**config.mk**
```make
export PLATFORM = sky130hd
export DESIGN_NAME = pwm_capture
export DESIGN_NICKNAME = d
export VERILOG_FILES = /design/src/rtl/pwm_pkg.sv /design/src/rtl/pwm_capture_sync_edge_det.sv /design/src/rtl/pwm_capture.sv
export SDC_FILE = /design/constraint.sdc
export NUM_CORES = 1
export LEC_CHECK = 0
export BUFFER_PORTS_ARGS = -buffer_cell sky130_fd_sc_hd__buf_2
export CAP_MARGIN = 20
export CORE_ASPECT_RATIO = 1.1
export CORE_MARGIN = 1.5
export CORE_UTILIZATION = 30
export DETAILED_ROUTE_END_ITERATION = 8
export RECOVER_POWER = 100
export SYNTH_ARGS = -nofsm -noshare
export SYNTH_HDL_FRONTEND = slang
export SYNTH_SLANG_ARGS = --single-unit
export TNS_END_PERCENT = 1
```
**constraint.sdc**
```tcl
create_clock -name clk -period 6.12 [get_ports clk]
set_input_delay 0.612 -clock clk [delete_from_list [all_inputs] [get_ports clk]]
set_output_delay 0.612 -clock clk [all_outputs]
set_load 0.05 [all_outputs]
```
**src/rtl/pwm_pkg.sv**
```systemverilog
// Shared definitions for the PWM generator and capture channels.
package pwm_pkg;

    typedef enum logic [1:0] {
        ARM   = 2'd0,
        HIGH  = 2'd1,
        LOW   = 2'd2,
        STUCK = 2'd3
    } cap_state_t;

    localparam int DEF_CNT_W   = 16;
    localparam int DEF_TIMEOUT = 1024;

endpackage

```
**src/rtl/pwm_capture_sync_edge_det.sv**
```systemverilog
// Two-flop synchronizer plus history flop; reports the synchronized level and its edges.
module sync_edge_det (
    input  logic clk,
    input  logic rst,
    input  logic d,
    output logic level,
    output logic rise,
    output logic fall
);

    logic s1, s2, s3;

    always_ff @(posedge clk) begin
        if (rst) begin
            s1 <= 1'b0;
            s2 <= 1'b0;
            s3 <= 1'b0;
        end else begin
            s1 <= d;
            s2 <= s1;
            s3 <= s2;
        end
    end

    assign level = s2;
    assign rise  = s2 & ~s3;
    assign fall  = ~s2 & s3;

endmodule

```
**src/rtl/pwm_capture.sv**
```systemverilog
// Measures high time and rising-to-rising period of a PWM input in clk cycles,
// and flags an input that has stopped toggling.
module pwm_capture
    import pwm_pkg::*;
#(
    parameter int CNT_W   = DEF_CNT_W,
    parameter int TIMEOUT = DEF_TIMEOUT
) (
    input  logic             clk,
    input  logic             rst,
    input  logic             en,
    input  logic             pwm_in,
    output logic [CNT_W-1:0] high_cnt,
    output logic [CNT_W-1:0] period_cnt,
    output logic             meas_valid,
    output logic             stuck,
    output logic             stuck_level,
    output cap_state_t       fsm_state
);

    // meas_valid is a one-cycle strobe with no back-pressure: high_cnt and
    // period_cnt are valid in the cycle it is high and hold until the next strobe.

    localparam logic [CNT_W-1:0] CNT_MAX   = '1;
    localparam logic [CNT_W-1:0] CNT_ONE   = {{(CNT_W-1){1'b0}}, 1'b1};
    localparam logic [CNT_W-1:0] TIMEOUT_V = CNT_W'(TIMEOUT);

    function automatic logic [CNT_W-1:0] sat_inc(input logic [CNT_W-1:0] v);
        return (v == CNT_MAX) ? v : v + CNT_ONE;
    endfunction

    logic             level, rise, fall;
    logic [CNT_W-1:0] hcnt, pcnt, idle, h_lat;
    logic             quiet_timeout;
    cap_state_t       state, state_next;

    sync_edge_det u_sync (
        .clk   (clk),
        .rst   (rst),
        .d     (pwm_in),
        .level (level),
        .rise  (rise),
        .fall  (fall)
    );

    // An edge in the same cycle as the timeout wins.
    assign quiet_timeout = (idle >= TIMEOUT_V) && !rise && !fall;
    assign fsm_state     = state;

    always_ff @(posedge clk) begin
        if (rst) begin
            state <= ARM;
        end else begin
            state <= state_next;
        end
    end

    always_comb begin
        state_next = state;
        if (!en) begin
            state_next = ARM;
        end else begin
            case (state)
                ARM: begin
                    if (rise)               state_next = HIGH;
                    else if (quiet_timeout) state_next = STUCK;
                end
                HIGH: begin
                    if (fall)               state_next = LOW;
                    else if (quiet_timeout) state_next = STUCK;
                end
                LOW: begin
                    if (rise)               state_next = HIGH;
                    else if (quiet_timeout) state_next = STUCK;
                end
                STUCK: begin
                    if (rise)               state_next = HIGH;
                    else if (fall)          state_next = ARM;
                end
                default:                    state_next = ARM;
            endcase
        end
    end

    always_comb begin
        stuck = (state == STUCK);
    end

    always_ff @(posedge clk) begin
        if (rst) begin
            hcnt        <= '0;
            pcnt        <= '0;
            idle        <= '0;
            h_lat       <= '0;
            high_cnt    <= '0;
            period_cnt  <= '0;
            meas_valid  <= 1'b0;
            stuck_level <= 1'b0;
        end else begin
            meas_valid <= 1'b0;
            if (!en) begin
                hcnt <= '0;
                pcnt <= '0;
                idle <= '0;
            end else begin
                idle <= (rise || fall) ? CNT_ONE : sat_inc(idle);
                case (state)
                    ARM: begin
                        if (rise) begin
                            hcnt <= CNT_ONE;
                            pcnt <= CNT_ONE;
                        end
                    end
                    HIGH: begin
                        hcnt <= sat_inc(hcnt);
                        pcnt <= sat_inc(pcnt);
                        if (fall) begin
                            h_lat <= hcnt;
                        end
                    end
                    LOW: begin
                        if (rise) begin
                            period_cnt <= pcnt;
                            high_cnt   <= h_lat;
                            meas_valid <= 1'b1;
                            hcnt       <= CNT_ONE;
                            pcnt       <= CNT_ONE;
                        end else begin
                            pcnt <= sat_inc(pcnt);
                        end
                    end
                    STUCK: begin
                        if (rise) begin
                            hcnt <= CNT_ONE;
                            pcnt <= CNT_ONE;
                        end
                    end
                    default: begin
                        hcnt <= '0;
                        pcnt <= '0;
                    end
                endcase
                if (state != STUCK && state_next == STUCK) begin
                    stuck_level <= level;
                end
            end
        end
    end

endmodule

```
==> qor.csv <==
metric,value,unit
die-area,15600,µm²
required,6330,ps
fp-row-count,46,
crit_arrival,3490,ps
ys_seq_area_frac,0.464,
avgRoutedWirePerCell,12.6,µm
drv_cap,1,
hold_violations,0,
die_w,119,µm
multi_input_area,2230,µm²
fillers,1535,
failed_checks,"max-capacitance violations, max-slew violations",
cts.sinks,103,
fin_util,0.351,
avgViaCountPerCell,4.85,
cp-start-kind,input pin,
antenna_left,0,
slowest_stage,clkbuf_1,
tightest_slew,2220,ps
fin_setup_tns,0,ps
min_period,3280,ps
cts_hold_buf,0,
hpwl,6680,µm
critPathKind,in2reg,
grt_pass1_vias,3558,
grt.total_usage,0.129,
num_vias,3713,
core_area,14400,µm²
grt_max_degree,55,
fin_nets,582,
cts_tree,done,
syn_area,4450,µm²
antenna_cells,0,
clkTransAtPathRegs,70,ps
fmax,305,MHz
areaGrowthSynthToFinish,14.2,%
ys_types,47,
post_cts_resized,0,
clock_path_buffers,2,
syn-num-nets,556,
die_y,131,µm
slew_viol_final,55,
clock-root-buffer,clkbuf_16,
rsz0062_at_grt,no,
setup_viol,0,
drc,0,
port_buffers,40,
num_io_pins,41,
fin_crit_sh,0.536,
cpPeakStageDelay,1550,ps
synth.avg_cell_area,8.20,µm²
grt_pass1_wl,16400,µm
final_cell_mix,"nand2_1, dfxtp_1, a21oi_1",
antenna_found_initial,0,
max_slew_margin,-0.479,
syn_inst,542,
ctsHtreeMaxLevel,3,
clock_latency,340,ps
async_flop_share,0,
worstPathMaxFanout,54,
numCtsBuffers,9,
powerDensity,254,nW/µm²
crit_chain,clkbuf_1 > nor2b_1 > nand2_1 > nor2_1,
start_util,0.308,
ys.flop_type,dfxtp_1,
yosys_warnings,0,
synth-edff-count,0,
drt-total-wl,9650,µm
holdCritPathClass,reg2reg,
final_common_cell,nand2_1,
leakagePower,1.58,nW
drive_gt1_frac,0.0436,
synth_seq_cells,103,
overflow,0,
outcome,"finished, violations left",
gp_congestion,0.831,
seqCellArea,2060,µm²
peakVddDrop,118,µV
post-cts-setup-buffers,0,
drt_iter0_drc,175,
end_kind,register,
clock_skew,3.86,ps
dr.pass1.iters,4,
==> metal layers <==
layer / wire length (µm) / GRT usage / part of all wire
met1: 4600 / 0.156 / 0.48
met2: 4530 / 0.220 / 0.47
met3: 316 / 0.0308 / 0.033
met4: 207 / 0.0595 / 0.021
met5: 0 / 0 / 0
==> area by class of cell <==
cell class | count | area share
repair buffers | 42 | 0.0370
inverters | 12 | 0.00887
clock inverters | 4 | 0.0106
multi-input cells | 400 | 0.440
flip-flops and latches | 103 | 0.406
well taps | 192 | 0.0473
clock buffers | 12 | 0.0505
==> metrics by stage <==
| stage | total power, mW | setup WS (ps) | instance area (µm²) | cells | hold WS (ps) |
|---|---|---|---|---|---|
| 5_1_grt | 1.34 | 2450 | 5080 | 765 | 470 |
| 3_3_place_gp | 0.719 | 3650 | 4790 | 748 | 442 |
| 3_5_place_dp | 0.719 | 3590 | 4790 | 748 | 444 |
| 4_1_cts | 1.31 | 3810 | 5100 | 764 | 454 |
| 6_report | 1.29 | 2840 | 5080 | 765 | 453 |
| 2_1_floorplan | 0.712 | 3660 | 4450 | 542 | 414 |
==> state kept, by name, indices dropped and copies added (netlist names) <==
register / count
h_lat: 16
idle: 16
period_cnt: 16
u_sync.level: 1
u_sync.s3: 1
stuck_level: 1
hcnt: 16
pcnt: 16
u_sync.s1: 1
fsm_state: 2
high_cnt: 16
meas_valid: 1
==> power breakdown <==
group          total [mW]  internal [mW]  switching, mW  leakage (nW)
Clock               0.587          0.340          0.247         0.145
Sequential          0.674          0.672        0.00230         0.830
Combinational      0.0293        0.00739         0.0219         0.608
Total                1.29           1.02          0.271          1.58
==> worst max-delay path: cells and delay by family <==
kind | cells | cell delay, ps
buffers and inverters | 1 | 1550
AND/OR/NAND/NOR | 3 | 1300
==> cells by family (layout without fill, tap and decap cells) <==
logic type | count (synthesis) | in the layout | share of synthesized area
AND/OR/NAND/NOR | 246 | 246 | 0.257
buffers and inverters | 39 | 70 | 0.0332
XOR/XNOR | 34 | 34 | 0.0670
adder cells (fa/ha/maj) | 10 | 10 | 0.0281
flip-flops | 103 | 103 | 0.464
multiplexers | 4 | 4 | 0.0101
AO/OA/AOI/OAI | 106 | 106 | 0.141
==> worst paths after layout <==
check	cells past startpoint	slack [ps]	startpoint	endpoint
setup / recovery	4	2840	rst	hcnt[12]$_SDFFE_PP0P_
hold / removal	1	450	u_sync.s1$_SDFF_PP0_	u_sync.level$_SDFF_PP0_
setup reg to reg	7	3790	fsm_state[1]$_SDFF_PP0_	stuck_level$_SDFFE_PP0P_
hold reg to reg	1	450	u_sync.s1$_SDFF_PP0_	u_sync.level$_SDFF_PP0_
==> synthesized netlist by cell type, types with 10 or more instances <==
library cell,number,area share
nand3_1,17,0.019
nand2_1,115,0.097
clkbuf_1,26,0.022
nor2_1,42,0.035
ha_1,10,0.028
nand4_1,11,0.015
xor2_1,16,0.032
dfxtp_1,103,0.46
a21oi_1,64,0.072
nor3_1,16,0.018
inv_1,12,0.010
xnor2_1,18,0.035
(Power assumes the default switching activity.)
